File: config.mk
export PLATFORM = sky130hd
export DESIGN_NAME = mul_share_arbiter
export DESIGN_NICKNAME = d
export VERILOG_FILES = /design/src/rtl/mul_arb_pkg.sv /design/src/rtl/if_multiplier.sv /design/src/rtl/mul_approx_dadda.sv /design/src/rtl/mul_rr_pick.sv /design/src/rtl/mul_share_arbiter.sv
export SDC_FILE = /design/constraint.sdc
export NUM_CORES = 1
export LEC_CHECK = 0
export BUFFER_PORTS_ARGS = -buffer_cell sky130_fd_sc_hd__buf_2
export CAP_MARGIN = 15
export CORE_UTILIZATION = 50
export CTS_BUF_LIST = sky130_fd_sc_hd__clkbuf_2 sky130_fd_sc_hd__clkbuf_4 sky130_fd_sc_hd__clkbuf_8
export CTS_CLUSTER_DIAMETER = 50
export CTS_CLUSTER_SIZE = 20
export DETAILED_ROUTE_END_ITERATION = 8
export PLACE_DENSITY = 0.79
export SETUP_SLACK_MARGIN = 0.5
export SLEW_MARGIN = 20
export SYNTH_ARGS = -nofsm -noshare
export SYNTH_HDL_FRONTEND = slang
export SYNTH_HIERARCHICAL = 1
export SYNTH_SLANG_ARGS = --single-unit
File: constraint.sdc
create_clock -name clk -period 8.45 [get_ports clk]
set_clock_uncertainty 0.1 [all_clocks]
set_input_delay 2.535 -clock clk [delete_from_list [all_inputs] [get_ports clk]]
set_output_delay 2.535 -clock clk [all_outputs]
set_load 0.02 [all_outputs]
File: src/rtl/mul_arb_pkg.sv
// Shared types, widths and the round-robin pointer helper for the shared-multiplier arbiter.
package mul_arb_pkg;

    localparam int unsigned NUM_REQ_DEF = 4;
    localparam int unsigned WIDTH_DEF   = 6;
    localparam int unsigned PROD_W_DEF  = 2 * WIDTH_DEF;
    // Wide enough for the largest supported requester count (8).
    localparam int unsigned ID_MAX_W    = 3;
    localparam int unsigned STAT_W      = 16;
    // Product columns whose partial-product bits the approximate multiplier drops.
    localparam int unsigned APPROX_COLS = 2;

    typedef struct packed {
        logic [WIDTH_DEF-1:0] a;
        logic [WIDTH_DEF-1:0] b;
        logic [ID_MAX_W-1:0]  id;
    } op_t;

    typedef struct packed {
        logic [PROD_W_DEF-1:0] data;
        logic [ID_MAX_W-1:0]   id;
    } rsp_t;

    function automatic logic [ID_MAX_W-1:0] rr_next(input logic [ID_MAX_W-1:0] ptr,
                                                    input logic [ID_MAX_W-1:0] win,
                                                    input logic                hs,
                                                    input int unsigned         n);
        if (!hs) begin
            return ptr;
        end
        return (32'(win) == n - 1) ? '0 : win + 1'b1;
    endfunction

endpackage

File: src/rtl/if_multiplier.sv
// Connection bundle between the arbiter and the shared combinational multiplier.
interface if_multiplier #(
    parameter int unsigned W = 6
);
    logic [W-1:0]   in1;
    logic [W-1:0]   in2;
    logic [2*W-1:0] out;
    logic           overflow;

    modport mul  (input in1, input in2, output out, output overflow);
    modport host (output in1, output in2, input out, input overflow);
endinterface

File: src/rtl/mul_approx_dadda.sv
// Combinational approximate multiplier: partial-product bits in the lowest APPROX_COLS columns
// are dropped before reduction, the rest are summed exactly.
module mul_approx_dadda
    import mul_arb_pkg::*;
#(
    parameter int unsigned W = WIDTH_DEF
) (
    if_multiplier.mul muif
);

    localparam int unsigned PW = 2 * W;
    localparam logic [PW-1:0] KEEP = {{(PW - APPROX_COLS){1'b1}}, {APPROX_COLS{1'b0}}};

    logic [PW-1:0] acc;

    always_comb begin
        acc = '0;
        for (int i = 0; i < W; i++) begin
            acc = acc + (({{W{1'b0}}, muif.in2 & {W{muif.in1[i]}}} << i) & KEEP);
        end
    end

    assign muif.out      = acc;
    // A full-width product cannot overflow.
    assign muif.overflow = 1'b0;

endmodule

File: src/rtl/mul_rr_pick.sv
// Combinational round-robin picker: first valid requester at or after rr_ptr, wrapping.
module mul_rr_pick #(
    parameter int unsigned NUM_REQ = 4,
    parameter int unsigned ID_W    = $clog2(NUM_REQ)
) (
    input  logic [NUM_REQ-1:0] req_valid,
    input  logic [ID_W-1:0]    rr_ptr,
    output logic [ID_W-1:0]    win,
    output logic               any_valid
);

    logic [ID_W-1:0] idx;

    always_comb begin
        win       = '0;
        any_valid = 1'b0;
        idx       = '0;
        for (int k = 0; k < NUM_REQ; k++) begin
            idx = ID_W'((int'(rr_ptr) + k) % NUM_REQ);
            if (!any_valid && req_valid[idx]) begin
                any_valid = 1'b1;
                win       = idx;
            end
        end
    end

endmodule

File: src/rtl/mul_share_arbiter.sv
// Round-robin sharing of one approximate multiplier over a 2-stage valid/ready pipeline.
// Define MUL_ARB_STATS_EN to add grant_cnt/stall_cnt saturating counters. WIDTH must equal WIDTH_DEF.
module mul_share_arbiter
    import mul_arb_pkg::*;
#(
    parameter int unsigned NUM_REQ = NUM_REQ_DEF,
    parameter int unsigned WIDTH   = WIDTH_DEF,
    parameter int unsigned PROD_W  = 2 * WIDTH,
    parameter int unsigned ID_W    = $clog2(NUM_REQ)
) (
    input  logic                       clk,
    input  logic                       rst,
    input  logic [NUM_REQ-1:0]         req_valid,
    output logic [NUM_REQ-1:0]         req_ready,
    input  logic [NUM_REQ*WIDTH-1:0]   req_a,
    input  logic [NUM_REQ*WIDTH-1:0]   req_b,
    output logic                       rsp_valid,
    input  logic                       rsp_ready,
    output logic [PROD_W-1:0]          rsp_data,
    output logic [ID_W-1:0]            rsp_id
`ifdef MUL_ARB_STATS_EN
    ,
    output logic [NUM_REQ*STAT_W-1:0]  grant_cnt,
    output logic [STAT_W-1:0]          stall_cnt
`endif
);

    op_t             op_q, op_d;
    rsp_t            rsp_q, rsp_d;
    logic            op_valid_q, rsp_valid_q;
    logic [ID_W-1:0] rr_ptr_q, rr_ptr_d;
    logic [ID_W-1:0] win;
    logic            any_valid, advance, accept, hs;
    logic            unused_ovf;

    if_multiplier #(.W(WIDTH)) muif ();

    mul_approx_dadda #(.W(WIDTH)) u_mul (
        .muif (muif)
    );

    mul_rr_pick #(.NUM_REQ(NUM_REQ), .ID_W(ID_W)) u_pick (
        .req_valid (req_valid),
        .rr_ptr    (rr_ptr_q),
        .win       (win),
        .any_valid (any_valid)
    );

    assign muif.in1   = op_q.a;
    assign muif.in2   = op_q.b;
    assign unused_ovf = muif.overflow;

    always_comb begin
        advance   = op_valid_q & (~rsp_valid_q | rsp_ready);
        accept    = ~op_valid_q | advance;
        hs        = ~rst & any_valid & accept;
        req_ready = hs ? (NUM_REQ'(1) << win) : '0;

        op_d.a  = req_a[win*WIDTH +: WIDTH];
        op_d.b  = req_b[win*WIDTH +: WIDTH];
        op_d.id = ID_MAX_W'(win);

        rsp_d.data = muif.out;
        rsp_d.id   = op_q.id;

        rr_ptr_d = ID_W'(rr_next(ID_MAX_W'(rr_ptr_q), ID_MAX_W'(win), hs, NUM_REQ));
    end

    always_ff @(posedge clk) begin
        if (rst) begin
            op_q        <= '0;
            op_valid_q  <= 1'b0;
            rsp_q       <= '0;
            rsp_valid_q <= 1'b0;
            rr_ptr_q    <= '0;
        end else begin
            // Operand stage refills on the same edge it drains.
            if (hs) begin
                op_q       <= op_d;
                op_valid_q <= 1'b1;
            end else if (accept) begin
                op_valid_q <= 1'b0;
            end
            if (advance) begin
                rsp_q       <= rsp_d;
                rsp_valid_q <= 1'b1;
            end else if (rsp_ready) begin
                rsp_valid_q <= 1'b0;
            end
            rr_ptr_q <= rr_ptr_d;
        end
    end

    assign rsp_valid = rsp_valid_q;
    assign rsp_data  = PROD_W'(rsp_q.data);
    assign rsp_id    = ID_W'(rsp_q.id);

`ifdef MUL_ARB_STATS_EN
    logic [STAT_W-1:0] grant_q [NUM_REQ];
    logic [STAT_W-1:0] stall_q;

    always_ff @(posedge clk) begin
        if (rst) begin
            for (int i = 0; i < NUM_REQ; i++) begin
                grant_q[i] <= '0;
            end
            stall_q <= '0;
        end else begin
            if (hs && grant_q[win] != '1) begin
                grant_q[win] <= grant_q[win] + 1'b1;
            end
            if (rsp_valid_q && !rsp_ready && stall_q != '1) begin
                stall_q <= stall_q + 1'b1;
            end
        end
    end

    for (genvar g = 0; g < NUM_REQ; g++) begin : g_grant
        assign grant_cnt[g*STAT_W +: STAT_W] = grant_q[g];
    end
    assign stall_cnt = stall_q;
`endif

endmodule

==> results.ini <==
[run_status]
status = completed

[worst_setup_path]
max_stage_delay_ns = 0.55
path_class = primary input to output pin
startpoint_type = primary input
path_delay_family = compound AO/OA/AOI/OAI gates
worstPathCellList = buf_2 -> inv_1 -> a221o_1 -> a21oi_4 -> inv_1 -> ha_1 -> and2_1 -> buf_2
slowest_stage = a21oi_4
worstRegToRegCells = 17
crit_required_ns = 5.82
cp.arrival_ns = 4.30
cp-end-kind = output pin
crit_cells = 8
path_buf_inv = 4
cp_max_fo = 17

[detailed_routing]
wirelength_mm = 5.30
ant_nets = 0
drt_iter0_drc = 105
route.vias.total = 2202
drc = 0
viasPerCell = 5.44
drt_first_pass_iters = 5
wl_per_cell_um = 13.1

[pwr]
internal_power_mw = 0.352
power.density_nw_per_um2 = 170
p_seq_frac = 0.368
vdd_drop_max_uv = 79.5
p_leak_nw = 1.53
swShare = 0.327
p_total_mw = 0.523
combPwrFrac = 0.354
clockPowerShare = 0.278
switchingPower_mw = 0.171

[sta]
maxSlewViolCount = 0
fin_setup_tns_ns = 0
period_minus_slack_ns = 6.93
fmax_mhz = 144
slew-limit-headroom = 0.415
hold_viol_final = 0
setup_viol = 0
post-route-period-util = 0.821
rsz0062_at_grt = false
tightest_slew_ns = 0.878

[finish]
nFillCells = 417
final_common_cell = buf_2
most-common-layout-cells = 73 x buf_2, 32 x dfxtp_1, 28 x a21oi_1, 27 x and2_1, 24 x inv_1
diodes = 0
fin_nets = 427
area_growth_pct = 19.0
layout-drive-gt1-share = 0.287

[grt]
antenna_found_initial = 0
grt_max_degree = 23
grtUsageTotal = 0.220
overflow = 0
grt_pass1_wl_mm = 9.28
first_global_vias = 2257

[logic_synthesis]
yosys_warnings = 6
synth_cells = 269
syn_avg_cell_area_um2 = 9.64
syn_area_um2 = 2590

[clocking]
cts-root-buf = clkbuf_8
clock_latency_ns = 0.28
cts_hold_buf = 0
clock_sinks = 32
clockBufferDepth = 2
cts_made_buffers = 5
htreeDepth = 2
cts.clk_slew.worst_paths_ns = 0.07
post-cts-setup-buffers = 0
cts_tree = done
cts_resized = 0

[placed_design]
dp_hpwl_mm = 4.16
port_buffers = 73
routabilityCongestion = 0.804

[floorplan]
row_count = 25
die_w_um = 74.0
start_util = 0.535
die-area_um2 = 5480
io_pins = 74
die_h_um = 74.0
core_um2 = 4850

[min_path]
min_path_type = flip-flop to flip-flop
whs_path_depth = 2

[run]
maxCapViolations = 0

[flip-flops by register name (all words and copies together), names as in the netlist]
name and count:
op_valid_q 1, muif.in1 6, rsp_data 12, op_q 2, rsp_valid 1, rsp_id 2
rr_ptr_q 2, muif.in2 6
[per-layer routing]
layer / up-vias / part of all wire / track usage
li1: 1083 / - / -
met1: 1040 / 0.44 / 0.263
met2: 75 / 0.51 / 0.397
met3: 4 / 0.038 / 0.0407
met4: 0 / 0.0092 / 0.0705
met5: - / 0 / 0
[through the flow]
stage	cells	cell area [um^2]	utilization	setup slack (ns)	hold WS [ns]
2_1_floorplan	270	2600	-	1.90	0.340
3_3_place_gp	397	2970	0.612	1.34	0.358
3_5_place_dp	397	2970	0.612	1.22	0.365
4_1_cts	405	3080	0.635	1.21	0.375
5_1_grt	405	3090	0.636	1.34	0.397
6_report	405	3090	0.636	1.52	0.374
[final timing paths]
check / startpoint / end / slack, ns
hold / removal: rsp_data[8] / rsp_data[8] / 0.37
setup reg to reg: muif.in2[4] / rsp_data[10] / 3.90
setup / recovery: req_valid[1] / req_ready[2] / 1.52
hold reg to reg: rsp_data[8] / rsp_data[8] / 0.37
[cell type report]
type,count,area (um^2),share of cell area
multi-input combinational,199,1780,0.578
sequential,32,641,0.208
timing repair buffer,74,373,0.121
inverter,25,93.8,0.0304
tap,67,83.8,0.0272
clock buffer,6,76.3,0.0247
clock inverter,2,35.0,0.0114
[power groups by stage]
stage          Clock [mW]  Combinational [mW]  Sequential [mW]
2_1_floorplan           0               0.141            0.195
3_3_place_gp            0               0.179            0.195
3_5_place_dp            0               0.186            0.196
4_1_cts             0.148               0.186            0.193
5_1_grt             0.155               0.211            0.197
6_report            0.146               0.185            0.193
[tightest hold or removal path: stages, from the launching register on]
cell and delay (ns):
dfxtp_1 0.31, o21ai_0 0.06, a21oi_1 0.06
Note: power is estimated with default switching activity, not from simulation.
